[src/rtl/fim_fifo_rd_stream_pkg.sv]
// Shared constants for the FIFO read-side stream adapter: occupancy encoding
// of the two-entry output buffer and its depth.
package fim_fifo_rd_stream_pkg;

  localparam logic [1:0] OCC_EMPTY   = 2'd0;
  localparam logic [1:0] OCC_ONE     = 2'd1;
  localparam logic [1:0] OCC_FULL    = 2'd2;
  localparam int         BUF_ENTRIES = 2;

endpackage

[src/rtl/fim_fifo_rd_stream.sv]
// FIFO read port (1-cycle read latency) to valid/ready stream, via a 2-entry buffer.
// Optional saturating beat/stall counters are built when FIM_FIFO_RD_STREAM_STATS_EN is defined.
module fim_fifo_rd_stream
  import fim_fifo_rd_stream_pkg::*;
#(
  parameter int DATA_WIDTH = 32,
  parameter int STAT_WIDTH = 32
) (
  input  logic                  clk,
  input  logic                  rst,
  input  logic                  r_empty,
  input  logic                  r_valid,
  input  logic [DATA_WIDTH-1:0] r_data,
  output logic                  r_req,
  output logic                  out_valid,
  output logic [DATA_WIDTH-1:0] out_data,
  input  logic                  out_ready,
  output logic                  err,
  output logic [STAT_WIDTH-1:0] beat_cnt,
  output logic [STAT_WIDTH-1:0] stall_cnt
);

  logic [1:0]            occ;
  logic                  inflight;
  logic [DATA_WIDTH-1:0] buf0;
  logic [DATA_WIDTH-1:0] buf1;

  logic                  pop;
  logic                  wr;
  logic                  overrun;
  logic                  spurious;
  logic [2:0]            committed;

  assign pop       = out_valid & out_ready;
  // Slots already promised (held + in flight) after this cycle's pop; never exceeds 3.
  assign committed = {1'b0, occ} + {2'b0, inflight} - {2'b0, pop};
  assign r_req     = ~r_empty & ~err & (committed < 3'(BUF_ENTRIES));

  assign spurious  = r_valid & ~inflight;
  assign overrun   = r_valid & (occ == OCC_FULL) & ~pop;
  assign wr        = r_valid & ~overrun;

  assign out_valid = (occ != OCC_EMPTY);
  assign out_data  = buf0;

  always_ff @(posedge clk or posedge rst) begin
    if (rst) begin
      occ      <= OCC_EMPTY;
      inflight <= 1'b0;
      err      <= 1'b0;
      buf0     <= '0;
      buf1     <= '0;
    end else begin
      inflight <= r_req;
      occ      <= occ + {1'b0, wr} - {1'b0, pop};
      if (spurious | overrun) err <= 1'b1;
      // New word lands in the first free slot once the pop has been applied.
      if (pop) begin
        if (occ == OCC_FULL) begin
          buf0 <= buf1;
          if (wr) buf1 <= r_data;
        end else if (wr) begin
          buf0 <= r_data;
        end
      end else if (wr) begin
        if (occ == OCC_EMPTY) buf0 <= r_data;
        else                  buf1 <= r_data;
      end
    end
  end

`ifdef FIM_FIFO_RD_STREAM_STATS_EN
  function automatic logic [STAT_WIDTH-1:0] sat_inc(input logic [STAT_WIDTH-1:0] v);
    return (&v) ? v : v + 1'b1;
  endfunction

  logic [STAT_WIDTH-1:0] beat_q;
  logic [STAT_WIDTH-1:0] stall_q;

  always_ff @(posedge clk or posedge rst) begin
    if (rst) begin
      beat_q  <= '0;
      stall_q <= '0;
    end else begin
      if (pop)                    beat_q  <= sat_inc(beat_q);
      if (out_valid & ~out_ready) stall_q <= sat_inc(stall_q);
    end
  end

  assign beat_cnt  = beat_q;
  assign stall_cnt = stall_q;
`else
  assign beat_cnt  = '0;
  assign stall_cnt = '0;
`endif

endmodule
[config.mk]
export PLATFORM = sky130hd
export DESIGN_NAME = fim_fifo_rd_stream
export DESIGN_NICKNAME = d
export VERILOG_FILES = /design/src/rtl/fim_fifo_rd_stream_pkg.sv /design/src/rtl/fim_fifo_rd_stream.sv
export SDC_FILE = /design/constraint.sdc
export NUM_CORES = 1
export LEC_CHECK = 0
export ABC_AREA = 1
export CELL_PAD_IN_SITES_DETAIL_PLACEMENT = 1
export CELL_PAD_IN_SITES_GLOBAL_PLACEMENT = 1
export CORE_UTILIZATION = 34
export CTS_BUF_LIST = sky130_fd_sc_hd__clkbuf_16
export CTS_CLUSTER_DIAMETER = 100
export CTS_CLUSTER_SIZE = 40
export DETAILED_ROUTE_END_ITERATION = 12
export PLACE_DENSITY_LB_ADDON = 0.1
export SYNTH_ARGS = -nofsm -noshare
export SYNTH_HDL_FRONTEND = slang
export SYNTH_SLANG_ARGS = --single-unit
[constraint.sdc]
create_clock -name clk -period 7.9 [get_ports clk]
set_input_delay 1.58 -clock clk [delete_from_list [all_inputs] [get_ports clk]]
set_output_delay 1.58 -clock clk [all_outputs]
set_load 0.05 [all_outputs]
==> impl_metrics.toml <==
[power_and_ir_drop]
netSwitchingPower_w = 0.000967
power.density_nw_per_um2 = 446
leakagePower_nw = 2.41
peakVddDrop_mv = 0.145
comb_power_share = 0.508
clock_power_share = 0.190
seq_power_share = 0.302
switching_share = 0.482
p_int_w = 0.00104

[flow_run]
cap_violations = 0

[synthesis]
yosysMostFrequentCell = "nand2_1"
synth_ff_type = "dfrtp_1"
synthTopCellsByCount = "229 x nand2_1, 68 x dfrtp_1, 65 x nand3_1, 64 x buf_4, 16 x buf_2"
ys_seq_area_frac = 0.458
synth_edf_count = 0
synth_top_area_share = 0.458
ys_types = 22
yosys.area.top_type = "dfrtp_1"
syn_area_per_cell_um2 = 7.69
synth.area.top_cells = "dfrtp_1 46%, nand2_1 23%, buf_4 13%, nand3_1 8.8%, buf_2 2.2%"
syn_area_um2 = 3710
synth_cells = 483
ys_warn_count = 0
synth_async_sr_flop_share = 1.00
ys_ff_latch = 68

[layout]
nNetsFinal = 581
multi_input_area_um2 = 1600
finalInstanceArea_um2 = 4500
final_cells = 680
seq_area_um2 = 1700
drive_above_1_share = 0.0404
n_antenna_cell = 0
fill_cells = 1316
post-route-util = 0.430
syn_to_final_growth_pct = 21.2

[route]
wl_um = 9280
drc_errors = 0
dr.pass1.iters = 4
ant_nets = 0
num_vias = 3103
avgRoutedWirePerCell_um = 13.6
initialDrtViolationCount = 126
routed_via_density = 4.56

[setup_path]
critPathCaptureType = "primary output"
path_buf_inv = 4
crit_chain = "buf_2 > o21ai_1 > inv_1 > ha_1 > or2_2 > fa_1 > inv_1 > nor4_1 > clkdlybuf4s50_1"
max_stage_delay_ps = 870
cp_slowest_cell = "clkdlybuf4s50_1"
cp.required_ps = 6320
path_class = "primary input to primary output"
crit_family = "buffers and inverters"
worstPathMaxFanout = 38
crit_top_cell = "inv_1"
timing.critical_path.from_type = "primary input"
crit_arrival_ps = 4810

[floorplanning]
core_area_um2 = 10500
fp.dieW_um = 107
io_pins = 136
row_count = 37
die_y_um = 107
initial_core_util = 0.355
die-area_um2 = 11300

[clock_tree]
hold_buffers = 0
cts.sinks = 68
clk_pin_slew_worst_paths_ps = 50
cts_made_buffers = 9
root_buffer = "clkbuf_16"
cts_max_path_buffers = 2
post_cts_buffers = 0
clock_latency_ps = 320
ctsResizeCount = 0
cts_tree = "built"
htree_levels = 3

[sta]
slew_viol_final = 0
hold_violations = 0
skew_ps = 7.42
relSlewSlack = 0.178
fin_crit_sh = 0.809
layout_min_cycle_time_ps = 6390
rsz0062_at_grt = "false"
setup_viol = 0
fmax_mhz = 156
worst_pin_slew_ps = 1230
setup_tns_ps = 0

[placement]
io_buffers = 71
place_congestion = 0.735
hpwl_um = 5740
dp.cells = 665
place_area_um2 = 4220

[global_route]
track_usage = 0.177
grt_pass1_wl_um = 15800
grt_pass1_vias = 3195
overflow = 0
antenna_found_initial = 0
grt_max_degree = 56

[run_status]
status = "completed"

[min_path]
hold_class = "register to register"
==> power by group through the flow <==
stage	sequential [W]	clock [W]	combinational (W)
after global routing	0.000626	0.000405	0.00112
final	0.000606	0.000381	0.00102
after CTS	0.000607	0.000391	0.00104
after global placement	0.000604	0	0.00102
after floorplan	0.000860	0	0.000520
after detailed placement	0.000611	0	0.00103
==> routing by layer <==
metal | vias to the layer above | track usage | wire [um]
li1 | 1492 | - | -
met1 | 1509 | 0.222 | 4250
met2 | 93 | 0.304 | 4480
met3 | 9 | 0.0313 | 415
met4 | 0 | 0.0656 | 132
met5 | - | 0 | 0
==> state kept, by name, indices dropped and copies added, names as in the netlist <==
signal / flops
out_data: 32
buf1: 32
err: 1
inflight: 1
occ: 2
==> kinds of logic (layout without fill, tap and decap cells) <==
logic type / count (synthesis) / count (layout) / synth area share
xor+xnor: 3 / 3 / 0.00708
buf+inv: 99 / 97 / 0.176
other cells: 1 / 64 / 0.00101
compound gates: 4 / 4 / 0.00606
fa+ha+maj: 4 / 4 / 0.0155
flops: 68 / 68 / 0.458
simple gates: 304 / 304 / 0.336
==> worst register-to-register path: cells and delay by family, from the launching register on <==
family / cells / cell delay, ps
flip-flops: 1 / 510
buffers and inverters: 1 / 80
AND/OR/NAND/NOR: 6 / 2330
==> placed cells by master (no fill, tap or decap), types with 9 or more instances in the layout <==
master,count
dfrtp_1,68
clkdlybuf4s50_1,70
inv_1,10
nand2_1,229
clkbuf_16,9
conb_1,64
nand3_1,65
==> metrics by stage <==
stage / setup slack (ps) / power, W / hold WS [ps]
2_1_floorplan: 1940 / 0.00138 / 443
3_3_place_gp: 1620 / 0.00162 / 453
3_5_place_dp: 1470 / 0.00164 / 460
4_1_cts: 1480 / 0.00203 / 475
5_1_grt: 1250 / 0.00216 / 492
6_report: 1510 / 0.00200 / 469
==> path summary, 6_finish.rpt <==
kind,startpoint,to,slack (ps),depth (start not counted)
worst max-delay path,out_ready,r_req,1510,9
worst max register to register,occ[1],buf1[4],4860,7
max in group asynchronous,rst,out_data[20],5340,3
worst min-delay path,out_data[2],out_data[2],470,2
min in group asynchronous,rst,err,1540,2
worst min register to register,out_data[2],out_data[2],470,2
==> area by class of cell <==
type	instances	area share
Clock inverter	6	0.0111
Timing Repair Buffer	72	0.159
Clock buffer	9	0.0501
Sequential cell	68	0.378
Multi-Input combinational cell	379	0.356
Tap cell	136	0.0378
Inverter	10	0.00834
Note: power is estimated with default switching activity, not from simulation.
